**config.mk**
```make
export PLATFORM = sky130hd
export DESIGN_NAME = uart_rx_buffer_flat
export DESIGN_NICKNAME = d
export VERILOG_FILES = /design/src/rtl/uart_pkg.sv /design/src/rtl/uart_rx_buffer_if.sv /design/src/rtl/rx_fifo_core.sv /design/src/rtl/uart_rx_buffer.sv /design/src/flat_wrapper.sv
export SDC_FILE = /design/constraint.sdc
export NUM_CORES = 1
export LEC_CHECK = 0
export ABC_CLOCK_PERIOD_IN_PS = 2900
export BUFFER_PORTS_ARGS = -buffer_cell sky130_fd_sc_hd__buf_2
export CAP_MARGIN = 30
export CORE_ASPECT_RATIO = 0.7
export CORE_MARGIN = 5
export CORE_UTILIZATION = 55
export CTS_BUF_LIST = sky130_fd_sc_hd__clkbuf_8
export CTS_CLUSTER_SIZE = 8
export DETAILED_ROUTE_END_ITERATION = 10
export GPL_ROUTABILITY_DRIVEN = 0
export PLACE_DENSITY = 0.82
export RECOVER_POWER = 100
export SLEW_MARGIN = 15
export SYNTH_ARGS = -nofsm -noshare
export SYNTH_HDL_FRONTEND = slang
export SYNTH_SLANG_ARGS = --single-unit
```
**constraint.sdc**
```tcl
create_clock -name clk -period 2.9 [get_ports clk]
set_clock_uncertainty 0.05 [all_clocks]
set_input_delay 0.58 -clock clk [delete_from_list [all_inputs] [get_ports clk]]
set_output_delay 0.58 -clock clk [all_outputs]
set_load 0.05 [all_outputs]
```
**src/rtl/uart_pkg.sv**
```systemverilog
// Shared UART definitions used by the RX buffer and the RX/TX datapaths.
//   DEFAULT_WORD_LENGTH : default data bits per frame
//   MAX_WORD_LENGTH     : widest word the parity helper accepts
//   PARITY_EVEN/ODD     : parity mode selectors
//   expected_parity()   : parity bit a well-formed frame carries for a given word
package uart_pkg;

    localparam int unsigned DEFAULT_WORD_LENGTH = 8;
    localparam int unsigned MAX_WORD_LENGTH     = 16;

    localparam bit PARITY_EVEN = 1'b0;
    localparam bit PARITY_ODD  = 1'b1;

    // Callers zero-extend narrower words; zero bits leave the XOR unchanged.
    function automatic logic expected_parity(input logic [MAX_WORD_LENGTH-1:0] data,
                                             input bit                         odd);
        return (^data) ^ odd;
    endfunction

endpackage

```
**src/rtl/uart_rx_buffer_if.sv**
```systemverilog
// Handshake bundle between the RX path, the RX buffer and the host consumer.
//   rx_data/rx_parity/rx_ready : frame from the RX shift register, qualified by rx_ready
//   out_valid/out_data/out_parity_err/out_ready : FWFT head entry with valid/ready
// Modports: master = environment side (drives rx_* and out_ready),
//           slave  = buffer side (consumes rx_*, presents out_*).
interface uart_rx_buffer_if
    import uart_pkg::*;
#(
    parameter int unsigned WORD_LENGTH = DEFAULT_WORD_LENGTH
) ();

    logic [WORD_LENGTH-1:0] rx_data;
    logic                   rx_parity;
    logic                   rx_ready;
    logic                   out_valid;
    logic [WORD_LENGTH-1:0] out_data;
    logic                   out_parity_err;
    logic                   out_ready;

    modport master (
        output rx_data,
        output rx_parity,
        output rx_ready,
        output out_ready,
        input  out_valid,
        input  out_data,
        input  out_parity_err
    );

    modport slave (
        input  rx_data,
        input  rx_parity,
        input  rx_ready,
        input  out_ready,
        output out_valid,
        output out_data,
        output out_parity_err
    );

endinterface

```
**src/rtl/rx_fifo_core.sv**
```systemverilog
// Generic synchronous first-word-fall-through FIFO.
//   clk, reset       : clock, synchronous active-high reset (discards contents)
//   push, push_data  : write request; accepted when not full, or full with a pop
//   pop              : read request; ignored when empty
//   pop_data         : head entry, 0 when empty
//   push_fire/pop_fire : the requests actually taken this cycle
//   count/full/empty : occupancy
// A pushed entry becomes visible on pop_data the cycle after the push.
module rx_fifo_core #(
    parameter int unsigned WIDTH     = 9,
    parameter int unsigned DEPTH     = 8,
    localparam int unsigned PTR_WIDTH = $clog2(DEPTH),
    localparam int unsigned CNT_WIDTH = $clog2(DEPTH + 1)
) (
    input  logic                 clk,
    input  logic                 reset,
    input  logic                 push,
    input  logic [WIDTH-1:0]     push_data,
    input  logic                 pop,
    output logic [WIDTH-1:0]     pop_data,
    output logic                 push_fire,
    output logic                 pop_fire,
    output logic [CNT_WIDTH-1:0] count,
    output logic                 full,
    output logic                 empty
);

    logic [PTR_WIDTH-1:0] wr_ptr_q, rd_ptr_q;
    logic [CNT_WIDTH-1:0] count_q;
    logic [WIDTH-1:0]     mem_q [DEPTH];

    // Occupancy comes from the counter; pointers alone cannot tell full from empty.
    always_comb begin
        full      = (count_q == CNT_WIDTH'(DEPTH));
        empty     = (count_q == '0);
        pop_fire  = pop & ~empty;
        // When full, a same-cycle pop frees the slot the push writes into.
        push_fire = push & (~full | pop_fire);
        pop_data  = empty ? '0 : mem_q[rd_ptr_q];
        count     = count_q;
    end

    always_ff @(posedge clk) begin
        if (reset) begin
            wr_ptr_q <= '0;
            rd_ptr_q <= '0;
            count_q  <= '0;
        end else begin
            if (push_fire) begin
                wr_ptr_q <= wr_ptr_q + PTR_WIDTH'(1);
            end
            if (pop_fire) begin
                rd_ptr_q <= rd_ptr_q + PTR_WIDTH'(1);
            end
            if (push_fire && !pop_fire) begin
                count_q <= count_q + CNT_WIDTH'(1);
            end else if (pop_fire && !push_fire) begin
                count_q <= count_q - CNT_WIDTH'(1);
            end
        end
    end

    // Storage has no reset; a write landing during reset is unreachable afterwards.
    always_ff @(posedge clk) begin
        if (push_fire) begin
            mem_q[wr_ptr_q] <= push_data;
        end
    end

endmodule

```
**src/rtl/uart_rx_buffer.sv**
```systemverilog
// UART receive buffer: parity-checks each received word, queues {parity_err, data}
// in an FWFT FIFO and presents it to the host with valid/ready.
//   clk, reset   : clock, synchronous active-high reset
//   bus          : uart_rx_buffer_if.slave (rx_* from the RX path, out_* to the host)
//   clear_status : one-cycle pulse clearing overrun and err_count
//   full/empty/count : FIFO occupancy
//   overrun      : sticky, a frame arrived while full and was dropped
//   err_count    : saturating count of frames received with bad parity
module uart_rx_buffer #(
    parameter int unsigned WORD_LENGTH   = uart_pkg::DEFAULT_WORD_LENGTH,
    parameter int unsigned DEPTH         = 8,
    parameter bit          PARITY_ODD    = uart_pkg::PARITY_EVEN,
    parameter int unsigned ERR_CNT_WIDTH = 8,
    localparam int unsigned CNT_WIDTH    = $clog2(DEPTH + 1)
) (
    input  logic                     clk,
    input  logic                     reset,
    uart_rx_buffer_if.slave          bus,
    input  logic                     clear_status,
    output logic                     full,
    output logic                     empty,
    output logic [CNT_WIDTH-1:0]     count,
    output logic                     overrun,
    output logic [ERR_CNT_WIDTH-1:0] err_count
);

    import uart_pkg::*;

    localparam int unsigned ENTRY_WIDTH = WORD_LENGTH + 1;

    logic                     perr;
    logic [ENTRY_WIDTH-1:0]   head;
    logic                     push_fire;
    logic                     pop_fire;
    logic                     overrun_q, overrun_d;
    logic [ERR_CNT_WIDTH-1:0] err_count_q, err_count_d;

    assign perr = bus.rx_parity !=
                  expected_parity(MAX_WORD_LENGTH'(bus.rx_data), PARITY_ODD);

    rx_fifo_core #(
        .WIDTH (ENTRY_WIDTH),
        .DEPTH (DEPTH)
    ) u_fifo (
        .clk       (clk),
        .reset     (reset),
        .push      (bus.rx_ready),
        .push_data ({perr, bus.rx_data}),
        .pop       (bus.out_ready),
        .pop_data  (head),
        .push_fire (push_fire),
        .pop_fire  (pop_fire),
        .count     (count),
        .full      (full),
        .empty     (empty)
    );

    assign bus.out_valid      = ~empty;
    assign bus.out_data       = head[WORD_LENGTH-1:0];
    assign bus.out_parity_err = head[WORD_LENGTH];

    // Clear is applied first so an event in the same cycle still registers.
    always_comb begin
        overrun_d   = clear_status ? 1'b0 : overrun_q;
        err_count_d = clear_status ? '0 : err_count_q;
        if (bus.rx_ready && !push_fire) begin
            overrun_d = 1'b1;
        end
        // Dropped frames still count towards the error total.
        if (bus.rx_ready && perr && (err_count_d != '1)) begin
            err_count_d = err_count_d + ERR_CNT_WIDTH'(1);
        end
    end

    always_ff @(posedge clk) begin
        if (reset) begin
            overrun_q   <= 1'b0;
            err_count_q <= '0;
        end else begin
            overrun_q   <= overrun_d;
            err_count_q <= err_count_d;
        end
    end

    assign overrun   = overrun_q;
    assign err_count = err_count_q;

    // pop_fire is only needed inside the FIFO; keep the connection explicit.
    logic unused_pop_fire;
    assign unused_pop_fire = pop_fire;

endmodule

```
**src/flat_wrapper.sv**
```systemverilog
// flat-port wrapper written by rule: the top's interface ports become plain ports
module uart_rx_buffer_flat import uart_pkg::*;
#(
    parameter int unsigned WORD_LENGTH   = uart_pkg::DEFAULT_WORD_LENGTH,
    parameter int unsigned DEPTH         = 8,
    parameter bit          PARITY_ODD    = uart_pkg::PARITY_EVEN,
    parameter int unsigned ERR_CNT_WIDTH = 8,
    localparam int unsigned CNT_WIDTH    = $clog2(DEPTH + 1)
)
  (clk, reset, clear_status, full, empty, count, overrun, err_count, bus_rx_data, bus_rx_parity, bus_rx_ready, bus_out_ready, bus_out_valid, bus_out_data, bus_out_parity_err);
  uart_rx_buffer_if #(.WORD_LENGTH(WORD_LENGTH)) bus_i ();
  input  logic clk;
  input  logic reset;
  input  logic clear_status;
  output logic full;
  output logic empty;
  output logic [CNT_WIDTH-1:0] count;
  output logic overrun;
  output logic [ERR_CNT_WIDTH-1:0] err_count;
  input wire logic [$bits(bus_i.rx_data)-1:0] bus_rx_data;
  input wire logic [$bits(bus_i.rx_parity)-1:0] bus_rx_parity;
  input wire logic [$bits(bus_i.rx_ready)-1:0] bus_rx_ready;
  input wire logic [$bits(bus_i.out_ready)-1:0] bus_out_ready;
  output wire logic [$bits(bus_i.out_valid)-1:0] bus_out_valid;
  output wire logic [$bits(bus_i.out_data)-1:0] bus_out_data;
  output wire logic [$bits(bus_i.out_parity_err)-1:0] bus_out_parity_err;
  assign bus_i.rx_data = bus_rx_data;
  assign bus_i.rx_parity = bus_rx_parity;
  assign bus_i.rx_ready = bus_rx_ready;
  assign bus_i.out_ready = bus_out_ready;
  assign bus_out_valid = bus_i.out_valid;
  assign bus_out_data = bus_i.out_data;
  assign bus_out_parity_err = bus_i.out_parity_err;
  uart_rx_buffer #(.WORD_LENGTH(WORD_LENGTH), .DEPTH(DEPTH), .PARITY_ODD(PARITY_ODD), .ERR_CNT_WIDTH(ERR_CNT_WIDTH)) u_core (.clk(clk), .reset(reset), .bus(bus_i), .clear_status(clear_status), .full(full), .empty(empty), .count(count), .overrun(overrun), .err_count(err_count));
endmodule
```
==> flow_metrics.py, run 1 <==
metrics = {
    "status": {
        "status": "finished, final reports clean",
    },
    "worst_setup_path": {
        "cp_max_fo": 6,
        "cp-start-kind": "register",
        "worstPathCellList": "or4b_4 > o21a_1 > ha_1 > inv_2 > ha_1 > a21o_1 > a21oi_2 > xnor2_1 > or3_1 > a21oi_1",
        "max_stage_delay_ps": 580,
        "path_buf_inv": 1,
        "worstPathArrival_ps": 2940,
        "crit_type": "reg -> reg",
        "r2r-start": "u_core.u_fifo.count[0]",
        "crit_top_cell": "ha_1",
        "crit_start": "u_core.u_fifo.count[0]",
        "crit_family": "simple AND/OR/NAND/NOR gates",
        "crit_required_ps": 3130,
        "cp-end-kind": "register",
        "cp_slowest_cell": "or4b_4",
    },
    "min_path": {
        "hp-start": "u_core.u_fifo.rd_ptr_q[1]",
        "hp-class": "reg -> reg",
    },
    "power": {
        "peakVddDrop_v": 0.000435,
        "p_per_area_nw_per_um2": 867,
        "p_comb_share_pct": 35.0,
        "seqPwrFrac_pct": 41.3,
        "p_clk_share_pct": 23.7,
        "switchingPower_mw": 1.41,
        "p_leak_nw": 1.53,
        "p_int_mw": 2.50,
        "switching_share_pct": 36.1,
    },
    "synthesis": {
        "ys.flop_type": "edfxtp_1",
        "yosysUniqueCellTypes": 38,
        "syn_inst": 256,
        "netlist_area_um2": 3970,
        "yosysWarnings": 0,
        "synth_seq_cells": 94,
        "synth_edf_count": 72,
        "async_reset_ff_share_pct": 0,
        "avgSynthCellArea_um2": 15.5,
        "syn_nets": 277,
        "yosysSeqAreaShare_pct": 65.5,
    },
    "grt": {
        "grt_first_pass_wirelength_um": 12600,
        "busiest_layer": "met2",
        "first_global_vias": 2428,
        "grt_use_met3_pct": 5.29,
        "antenna_found_initial": 0,
        "met2_usage_pct": 31.8,
        "grt_max_degree": 20,
        "use_met1_pct": 23.9,
        "grt_overflow": 0,
        "track_usage_pct": 18.6,
    },
    "floorplanning": {
        "ios": 39,
        "core_um2": 6880,
        "die_h_um": 81.1,
        "rows": 25,
        "dieArea_um2": 9050,
        "initial_utilization_pct": 57.7,
        "die_w_um": 112,
    },
    "finish": {
        "fillers": 518,
        "finalNetCount": 332,
        "drive_gt1_share_pct": 18.1,
        "syn2layout_area_growth_pct": 13.4,
        "fin_cells": 409,
        "num_antenna_cells": 0,
    },
    "timing": {
        "slew_violations": 0,
        "max_freq_mhz": 369,
        "finalSetupTns_ps": 0,
        "rsz0062_at_grt": "no",
        "slew_headroom_pct": 53.5,
        "fin_crit_sh_pct": 93.5,
        "setup_viol": 0,
        "finalCriticalPeriod_ps": 2710,
        "hold_slack_ps": 441,
        "hold_violations": 0,
        "worst_pin_slew_ps": 698,
    },
    "place": {
        "portBuffers": 38,
        "place_inst": 394,
        "hpwlAfterDp_um": 5300,
    },
    "clock_network": {
        "insertion_delay_ps": 350,
        "hold_buffers": 0,
        "clk_pin_slew_ps": 80,
        "htreeDepth": 3,
        "clock_path_buffers": 2,
        "cts_sinks": 94,
        "cts_root_buf": "clkbuf_8",
        "cts_made_buffers": 9,
        "cts_tree": "built",
    },
    "route": {
        "vias": 2324,
        "viasPerCell": 5.68,
        "routed_wirelength_um": 7630,
        "final_antenna_net_count": 0,
        "wl_per_cell_um": 18.6,
        "dr.pass1.iters": 4,
        "drtIter0Drc": 134,
        "drcViolationCount": 0,
    },
    "run": {
        "cap_violations": 0,
    },
}
[power groups by stage]
stage | combinational [mW] | clock [mW] | sequential [mW]
2_1_floorplan | 1.01 | 0 | 1.70
3_3_place_gp | 1.36 | 0 | 1.63
3_5_place_dp | 1.40 | 0 | 1.64
4_1_cts | 1.40 | 0.946 | 1.61
5_1_grt | 1.47 | 1.01 | 1.62
6_report | 1.37 | 0.926 | 1.61
[layout make-up]
| type | instances | area, µm² | share of cell area [%] |
|---|---|---|---|
| clock inverter | 6 | 92.6 | 2.06 |
| clock buffer | 9 | 124 | 2.75 |
| sequential | 94 | 2610 | 57.9 |
| tap | 94 | 118 | 2.61 |
| multi-input combinational | 144 | 1310 | 29.0 |
| timing repair buffer | 53 | 225 | 5.00 |
| inverter | 9 | 33.8 | 0.750 |
[sequential cells by signal, summed over array words and instances, names as in the netlist, named ones only]
| name | cells |
|---|---|
| u_core.u_fifo.count | 4 |
| u_core.overrun | 1 |
| u_core.u_fifo.mem_q | 72 |
| u_core.u_fifo.rd_ptr_q | 3 |
| u_core.u_fifo.wr_ptr_q | 3 |
| u_core.err_count | 8 |
[per-stage QoR]
stage	setup slack (ps)	power (mW)	utilization [%]	instance area (µm²)
after floorplan	24.6	2.71	-	3980
after global placement	127	3.00	63.4	4360
after detailed placement	39.8	3.04	63.4	4360
after CTS	13.0	3.96	66.5	4580
after global routing	51.5	4.11	65.5	4500
final	189	3.90	65.5	4500
[routing by layer]
layer	share of wire (%)	wire, µm	vias up
met5	0	0	-
met2	51	3870	73
met4	1.0	80	0
met1	42	3230	1161
li1	-	-	1083
met3	5.9	453	7
[kinds of logic (layout without fill, tap and decap cells)]
family	after synthesis	in the layout	synth area share [%]
AO/OA/AOI/OAI	25	25	4.10
XOR/XNOR	15	15	4.41
adder cells (fa/ha/maj)	7	7	2.39
buffers and inverters	18	77	1.76
flip-flops	94	94	65.5
multiplexers	32	32	13.7
AND/OR/NAND/NOR	65	65	8.07
[worst register-to-register path, delay by kind of cell (launching register included)]
family                   cells  cell delay, ps
XOR/XNOR                     1              90
adder cells (fa/ha/maj)      2             460
AO/OA/AOI/OAI                4             670
flip-flops                   1             390
buffers and inverters        1              90
AND/OR/NAND/NOR              2             890
[Yosys cell counts, drive strengths merged, types with 3 or more instances]
| master | n | area (µm²) |
|---|---|---|
| nand3 | 6 | 30.0 |
| mux2i | 14 | 140 |
| o21ai | 3 | 15.0 |
| inv | 9 | 33.8 |
| mux4 | 18 | 405 |
| or4 | 3 | 22.5 |
| buf | 5 | 21.3 |
| edfxtp | 72 | 2160 |
| ha | 6 | 75.1 |
| nor2b | 3 | 18.8 |
| a21o | 3 | 22.5 |
| nand2 | 8 | 30.0 |
| xnor2 | 7 | 61.3 |
| nand2b | 3 | 18.8 |
| dfxtp | 22 | 440 |
| clkbuf | 4 | 15.0 |
| nor2 | 31 | 116 |
| a21oi | 9 | 45.0 |
| xor2 | 5 | 43.8 |
[layout by cell type (no fill, tap or decap), types with 7 or more instances in the layout]
cell type	count
a21oi_1	8
buf_2	11
clkbuf_1	36
clkbuf_8	9
dfxtp_1	19
edfxtp_1	72
inv_1	7
mux2i_1	14
mux4_2	18
nand2_1	8
nor2_1	31
xnor2_1	7
[repair_timing]
action,CTS,global route
setup buffers,0,0
hold endpoints to repair,0,0
setup endpoints to repair,0,1
gates resized for setup,0,3
[worst paths after layout]
check / to / slack, ps / cells past startpoint
worst max-delay path: u_core.u_fifo.count[3] / 190 / 10
worst min register to register: register / 440 / 2
worst min-delay path: register / 440 / 2
worst max register to register: u_core.u_fifo.count[3] / 190 / 10
(Power assumes the default switching activity.)
==> inputs of run 2 (changes only) <==
Settings changed: CELL_PAD_IN_SITES_DETAIL_PLACEMENT set to 1, CELL_PAD_IN_SITES_GLOBAL_PLACEMENT set to 1, CORE_UTILIZATION 55 to 46, PLACE_DENSITY 0.82 to 0.81.
==> run 2 against run 1 <==
Maximum frequency grew 0.64%. Critical endpoint is now bus_out_data[0]. Critical path depth down 5. Setup slack better by 17 ps. Non-clock buffer count decreased by 3. Sequential power about the same. Design area barely moved.
==> flow_metrics.py, run 2 (same netlist as run 1, synthesis figures left out) <==
metrics = {
    "status": {
        "status": "finished, final reports clean",
    },
    "finish": {
        "finalNetCount": 329,
        "layout_commonest_cell": "edfxtp_1",
        "drive_gt1_share_pct": 18.2,
        "syn2layout_area_growth_pct": 13.5,
        "largest_reg_flops": 72,
        "top_register": "u_core.u_fifo.mem_q",
        "post-route-cell-area_um2": 4510,
        "fin_cells": 433,
        "num_antenna_cells": 0,
        "mostFrequentLayoutCells": "edfxtp_1, clkbuf_1, nor2_1",
    },
    "clock_network": {
        "insertion_delay_ps": 360,
        "cts_tree": "built",
        "clk_pin_slew_ps": 90,
        "cts_setup_buffers": 0,
        "hold_buffers": 0,
        "cts_made_buffers": 9,
        "post_cts_resized": 0,
        "htreeDepth": 3,
        "clock_path_buffers": 2,
        "cts_root_buf": "clkbuf_8",
        "cts_sinks": 94,
    },
    "worst_setup_path": {
        "worstPathArrival_ps": 2060,
        "cp-end-kind": "primary output",
        "cp-start-kind": "register",
        "crit_required_ps": 2270,
        "cp_slowest_cell": "mux4_2",
        "cp_max_fo": 18,
        "max_stage_delay_ps": 570,
        "worstPathCellList": "buf_4 > mux4_2 > mux2i_1 > nor2_1 > clkbuf_2",
        "crit_type": "reg -> out",
    },
    "route": {
        "final_antenna_net_count": 0,
        "drcViolationCount": 0,
        "drtIter0Drc": 147,
        "routed_wirelength_um": 8440,
        "dr.pass1.iters": 4,
        "vias": 2306,
        "viasPerCell": 5.33,
        "wl_per_cell_um": 19.5,
    },
    "place": {
        "place_inst": 411,
        "placed_cell_area_um2": 4330,
        "portBuffers": 38,
        "pre_cts_ws_ps": 25.2,
        "hpwlAfterDp_um": 5770,
    },
    "floorplanning": {
        "die_w_um": 121,
        "die_h_um": 87.7,
        "dieArea_um2": 10600,
        "ios": 39,
        "rows": 28,
        "core_um2": 8440,
        "initial_utilization_pct": 47.0,
    },
    "grt": {
        "grt_first_pass_wirelength_um": 13300,
        "track_usage_pct": 17.0,
        "grt_overflow": 0,
        "first_global_vias": 2402,
        "grt_max_degree": 20,
        "antenna_found_initial": 0,
    },
    "timing": {
        "slew_violations": 0,
        "max_freq_mhz": 371,
        "finalSetupTns_ps": 0,
        "layout_setup_ws_ps": 207,
        "rsz0062_at_grt": "no",
        "hold_violations": 0,
        "setup_viol": 0,
        "finalCriticalPeriod_ps": 2690,
        "worst_pin_slew_ps": 673,
        "slew_headroom_pct": 55.0,
        "fin_crit_sh_pct": 92.9,
        "hold_slack_ps": 452,
    },
    "power": {
        "p_leak_nw": 1.53,
        "peakVddDrop_v": 0.000373,
        "p_per_area_nw_per_um2": 855,
    },
    "min_path": {
        "hp-class": "reg -> reg",
    },
    "run": {
        "cap_violations": 0,
    },
}
## run 2: where the power goes
part	total (mW)	switching, mW	internal (mW)
registers	1.61	0.0565	1.56
logic	1.38	0.931	0.450
clock network	0.857	0.437	0.421
## run 2: metal layers
metal / global-route usage (%) / share of wire [%] / wire length (µm) / vias to the layer above
met5: 0 / 0 / 0 / -
met4: 4.84 / 0.51 / 43 / 0
met3: 4.65 / 4.0 / 340 / 5
met2: 28.3 / 50 / 4260 / 39
met1: 22.3 / 45 / 3800 / 1181
li1: - / - / - / 1081
## run 2: critical path, delay by kind of cell, from the launching register on
family,cells,cell delay [ps]
buf+inv,2,590
flops,1,310
mux,2,730
simple gates,1,80
## run 2: metrics by stage
| step | power, mW | utilization [%] |
|---|---|---|
| after floorplan | 2.71 | - |
| after global placement | 3.02 | 51.2 |
| after detailed placement | 3.06 | 51.2 |
| after CTS | 3.92 | 53.6 |
| after global routing | 4.07 | 53.4 |
| final | 3.85 | 53.4 |
## run 2: final timing paths
check,to,cells after the start,slack (ps),start
setup / recovery,bus_out_data[0],5,210,register
hold / removal,u_core.err_count[1],2,450,u_core.err_count[1]
setup reg to reg,u_core.u_fifo.count[3],10,220,u_core.u_fifo.count[0]
hold reg to reg,u_core.err_count[1],2,450,u_core.err_count[1]
## run 2: layout make-up
type | count | area, µm²
clock buffers | 10 | 138
clock inverters | 6 | 61.3
fillers | 846 | 3940
inverters | 9 | 33.8
multi-input cells | 144 | 1300
flip-flops and latches | 94 | 2610
well taps | 120 | 150
repair buffers | 50 | 214
